[src/rtl/b01_serial_fsm.sv]
// Serial two-stream comparator FSM (ITC'99 b01 class); outputs registered, one cycle after the sampling edge.
// No handshake: line1/line2 are consumed on every rising edge, there is no backpressure.
module b01_serial_fsm (
    input  logic clock,
    input  logic reset,
    input  logic line1,
    input  logic line2,
    input  logic __obs,
    output logic outp,
    output logic overflw
);

    typedef enum logic [2:0] {
        ST_A   = 3'd0,
        ST_B   = 3'd1,
        ST_C   = 3'd2,
        ST_E   = 3'd3,
        ST_F   = 3'd4,
        ST_G   = 3'd5,
        ST_WF0 = 3'd6,
        ST_WF1 = 3'd7
    } state_t;

    state_t state;

    logic x_bit;
    logic and_bit;
    logic or_bit;

    // The harness strobe is deliberately kept out of every functional path.
    logic obs_unused;
    assign obs_unused = __obs;

    assign x_bit   = line1 ^ line2;
    assign and_bit = line1 & line2;
    assign or_bit  = line1 | line2;

    always_ff @(posedge clock) begin
        if (reset) begin
            state   <= ST_A;
            outp    <= 1'b0;
            overflw <= 1'b0;
        end else begin
            overflw <= 1'b0;
            case (state)
                ST_A: begin
                    state <= and_bit ? ST_F : ST_B;
                    outp  <= x_bit;
                end
                ST_E: begin
                    state   <= and_bit ? ST_F : ST_B;
                    outp    <= x_bit;
                    overflw <= 1'b1;
                end
                ST_B: begin
                    state <= and_bit ? ST_G : ST_C;
                    outp  <= x_bit;
                end
                ST_F: begin
                    state <= or_bit ? ST_G : ST_C;
                    outp  <= ~x_bit;
                end
                ST_C: begin
                    state <= and_bit ? ST_WF1 : ST_WF0;
                    outp  <= x_bit;
                end
                ST_G: begin
                    state <= or_bit ? ST_WF1 : ST_WF0;
                    outp  <= ~x_bit;
                end
                ST_WF0: begin
                    state <= and_bit ? ST_E : ST_A;
                    outp  <= x_bit;
                end
                ST_WF1: begin
                    state <= or_bit ? ST_E : ST_A;
                    outp  <= ~x_bit;
                end
                default: begin
                    state <= ST_A;
                    outp  <= 1'b0;
                end
            endcase
        end
    end

endmodule

[config.mk]
export PLATFORM = sky130hd
export DESIGN_NAME = b01_serial_fsm
export DESIGN_NICKNAME = d
export VERILOG_FILES = /design/src/rtl/b01_serial_fsm.sv
export SDC_FILE = /design/constraint.sdc
export NUM_CORES = 1
export LEC_CHECK = 0
export ABC_AREA = 1
export CAP_MARGIN = 25
export CORE_AREA = 2 2 39 41
export CTS_CLUSTER_SIZE = 28
export DETAILED_ROUTE_END_ITERATION = 16
export DIE_AREA = 0 0 41 43
export PLACE_DENSITY = 0.49
export SKIP_LAST_GASP = 1
export SYNTH_ARGS = -nofsm -noshare
export SYNTH_HDL_FRONTEND = slang
export SYNTH_SLANG_ARGS = --single-unit
[constraint.sdc]
create_clock -name clock -period 1.1 [get_ports clock]
set_input_delay 0.22 -clock clock [delete_from_list [all_inputs] [get_ports clock]]
set_output_delay 0.22 -clock clock [all_outputs]
set_load 0.02 [all_outputs]
; ---- Word level (Yosys, flattened, before mapping)
; Cells that the tools add are included.
[word_totals]
ff_bits = 5
inputBits = 5
wordCells = 28
out_inout_bits = 2
[op_classes]
muxes = 10
n_eq_ne = 7
bitwise = 4
reduce_logical = 4
[op_table]
columns = operator, count
row1 = $pmux 3 s7, 1
row2 = $eq 3x3->1 const B, 4
row3 = $mux 3, 3
row4 = $eq 3x2->1 const B, 2
row5 = $reduce_or 5->1, 1
row6 = $mux 2, 2
row7 = $eq 3x1->1 const B, 1
row8 = $logic_not 3->1, 1
row9 = $mux 1, 3
row10 = $reduce_or 3->1, 1
row11 = $pmux 1 s2, 1
row12 = $reduce_or 2->1, 1
row13 = $and 1x1->1, 1
row14 = $not 1->1, 1
row15 = $or 1x1->1, 1
row16 = $xor 1x1->1, 1

; ---- Depth between registers and ports, before layout
[depth]
depth_word = 3
mapped_depth = 9
mapped_depth_nobuf = 9

; ---- Worst setup path before layout
; No wires, ideal clock.
[synth_path]
path_kind = in2reg
start = input line1
end = register state[0]
path_slack_ns = 0.123
stages = 9
setup_ns = 0.113
t_required_ns = 0.987
n_path_buf = 0
arrival_ns = 0.864
path_cell_list = ha_1 inv_1 nor2_1 nand2_1 nand2_1 inv_1 nand3_2 nand2_1 nand2_1
[synth_via]
elab_chain_cells = 3
elab_cells_between_ends = 10
classes_between = 8 x mux / 2 x bitwise
[synth_rtl]
columns = element, line
row1 = start: declaration, 6  ; input logic line1,
row2 = $or 1x1->1 / $and 1x1->1 (equally long branches), "36, 35"
row3 = $mux 2 (tied with other cells), 76  ; state <= or_bit ? ST_E : ST_A;
row4 = $pmux 3 s7 (*), 45  ; case (state)
row5 = end signal: assignment, 47  ; state <= and_bit ? ST_F : ST_B;
row6 = end signal: assignment, 51  ; state <= and_bit ? ST_F : ST_B;
row7 = end signal: assignment, 76
row8 = end: declaration, 24  ; state_t state;
; Mark *: on every way between the ends. The rest lies on a longest branch, timed or not.
; A chain may end at the register's enable or synchronous reset.

; ---- Worst setup path after layout
[layout_path]
start = register overflw
end = output overflw
[layout_rtl]
columns = element, line
row1 = start: declaration, 10  ; output logic overflw
row2 = start signal: assignment, 42  ; overflw <= 1'b0;
row3 = start signal: assignment, 44  ; overflw <= 1'b0;
row4 = start signal: assignment, 53  ; overflw <= 1'b1;
; No word-level cell between the ends.

==> metrics <==
die height 43 um; kind of critical path register to output pin; maximum vdd drop 0.939 mV; R2R setup slack 80 ps; peak per-stage delay on the critical path 300 ps; syn nets 66; CTS max path bufs 2; worst hold slack 531 ps; vias per cell 4.32; max-slew violation count 0; Seq cells post-synth 5; Ys Warns 0; synthesized area per cell 6.07 um2; pwr/cell area 2110 mW/mm2; grt total ovfl 0; CORE AREA 0.00138 mm2; Worst Hold Class register to register; die width 41 um; average wire per standard cell 8.67 um; sequential area share after synthesis 0.280; CP max stage cell dfxtp_1; outcome finished, final reports clean; post-synth cell types 12; RSZ-0062 raised after global routing true; max cap viols 0; share of cells above drive strength 1 0.284; Total GRT Usage 0.123; Clock Sinks 5; CTS H-tree lvls 1; cells after synthesis 59; antenna violations before repair 0; post-synthesis xor/xnor area fraction 0; CP Launch Type register; IO Pins 7; area of the die 0.00176 mm2; CTS buffer count 3; Core Util, Final 0.366; Place WS -417 ps; Final Critical Period 1050 ps; CTS tree yes; gp weighted congestion 0.833; Area growth syn-to-layout 41.6%; DRC Markers 0; placed instance area 452 um2; clock skew 6.06 ps; DP Wirelength 623 um; Post-Syn Area 358 um2; clk slew on worst S/H paths 40 ps; simple-gate share of the synthesized area 0.420; adder-cell share of the synthesized area 0.0699; largest net degree at the start of global routing 8; layout net count 82; clk root buf clkbuf_4; DR pass1 iterations 4; row cnt 14; first-pass GRT wire length 1420 um; CP top delay family flip-flops; post-synthesis compound-gate area fraction 0.0559; Post-Route WL 780 um; Clock Latency Late Sink 240 ps; multiplexer share of the synthesized area 0; filler instances 155; Worst Path Arrival 830 ps; ANT nets after route 0; ANT cells 0; critical-path cell list clkdlybuf4s15_1; Max Fanout on Critical Path 1; actual slew at the worst max-slew pin 202 ps; Final Hold Viols 0; Design Area, Final 507 um2; Worst setup EP type output pin; combinational family with the most area after synthesis simple AND/OR/NAND/NOR gates; drt initial violations 8; crit share post-route 0.954; Final setup viols 0; vias after detailed routing 389; Fmax 0.953 GHz; WP data required 880 ps; Rel. slew slack 0.866; worst setup slack after layout 50.7 ps; IO buf count 5; Starting Density 0.259; CP Buf/Inv Count 1; number of global-route vias before repair 354; leak pwr 0.270 nW
==> timing repair <==
action | in CTS | in global routing
setup buffers | 1 | 1
gates resized for setup | 9 | 7
pin swaps | 3 | 1
setup endpoints to repair | 6 | 5
hold buffers | 0 | 0
==> flip-flops by register name (all words and copies together) (netlist names) <==
| register | flops |
|---|---|
| state | 3 |
| outp | 1 |
| overflw | 1 |
==> Yosys cell counts <==
cell type / n / area [um2]
inv_1: 13 / 48.8
clkbuf_8: 1 / 13.8
nor2_1: 9 / 33.8
dfxtp_1: 5 / 100
ha_1: 2 / 25.0
nand2_1: 13 / 48.8
nand3_1: 8 / 40.0
nand4_1: 1 / 6.26
nor2_2: 1 / 6.26
nand3_2: 1 / 10.0
a21oi_1: 4 / 20.0
nor3_1: 1 / 5.00
==> routing by layer <==
layer / up-vias / wire [um] / GRT usage
li1: 215 / - / -
met1: 166 / 351 / 0.158
met2: 8 / 395 / 0.163
met3: 0 / 33 / 0.0785
met4: 0 / 0 / 0.0400
met5: - / 0 / 0
==> tightest hold or removal path: stages, from the launching register on <==
cell and delay (ps):
dfxtp_2 340, nand2_1 100, nor3_1 50
==> path summary, 6_finish.rpt <==
path / cells after the start / end / startpoint
worst max-delay path: 1 / overflw / overflw
worst min-delay path: 2 / overflw / state[0]
worst max register to register: 5 / state[2] / state[1]
worst min register to register: 2 / overflw / state[0]
==> cell usage in the layout, fill, tap and decap left out <==
cell type and count:
nor2_1 8, nor2_2 2, dfxtp_2 3, dfxtp_1 2, clkdlybuf4s50_1 1, a21oi_1 4, inv_2 2, clkdlybuf4s15_1 1
clkbuf_4 3, nand4_1 1, clkbuf_1 1, nor3_1 1, dlygate4sd2_1 2, buf_4 7, nand2_1 13, clkbuf_2 1
inv_1 11, ha_4 1, nand3_2 1, ha_2 1, nand3_1 8
==> cell families after synthesis <==
| group | Yosys count |
|---|---|
| compound gates | 4 |
| fa+ha+maj | 2 |
| buf+inv | 14 |
| flops | 5 |
| simple gates | 34 |
==> area by class of cell <==
class | count | area [um2] | area share
Timing Repair Buffer | 12 | 95.1 | 0.188
Tap cell | 16 | 20.0 | 0.0395
Clock buffer | 4 | 26.3 | 0.0519
Sequential cell | 5 | 104 | 0.205
Multi-Input combinational cell | 40 | 213 | 0.420
Inverter | 13 | 48.8 | 0.0963
==> power by group <==
group          switching (mW)  internal (mW)
logic                   0.293          0.236
clock network          0.0738          0.137
registers              0.0772          0.251
total                   0.444          0.624
==> per-stage QoR <==
stage | std cells | setup TNS, ps | total power [mW]
finish | 90 | 0 | 1.07
global route | 90 | -5.92 | 1.19
CTS | 89 | 0 | 1.01
detailed placement | 84 | -1380 | 0.791
global placement | 84 | -1370 | 0.796
floorplan | 59 | 0 | 0.662
Power figures use the tool's default switching activity.
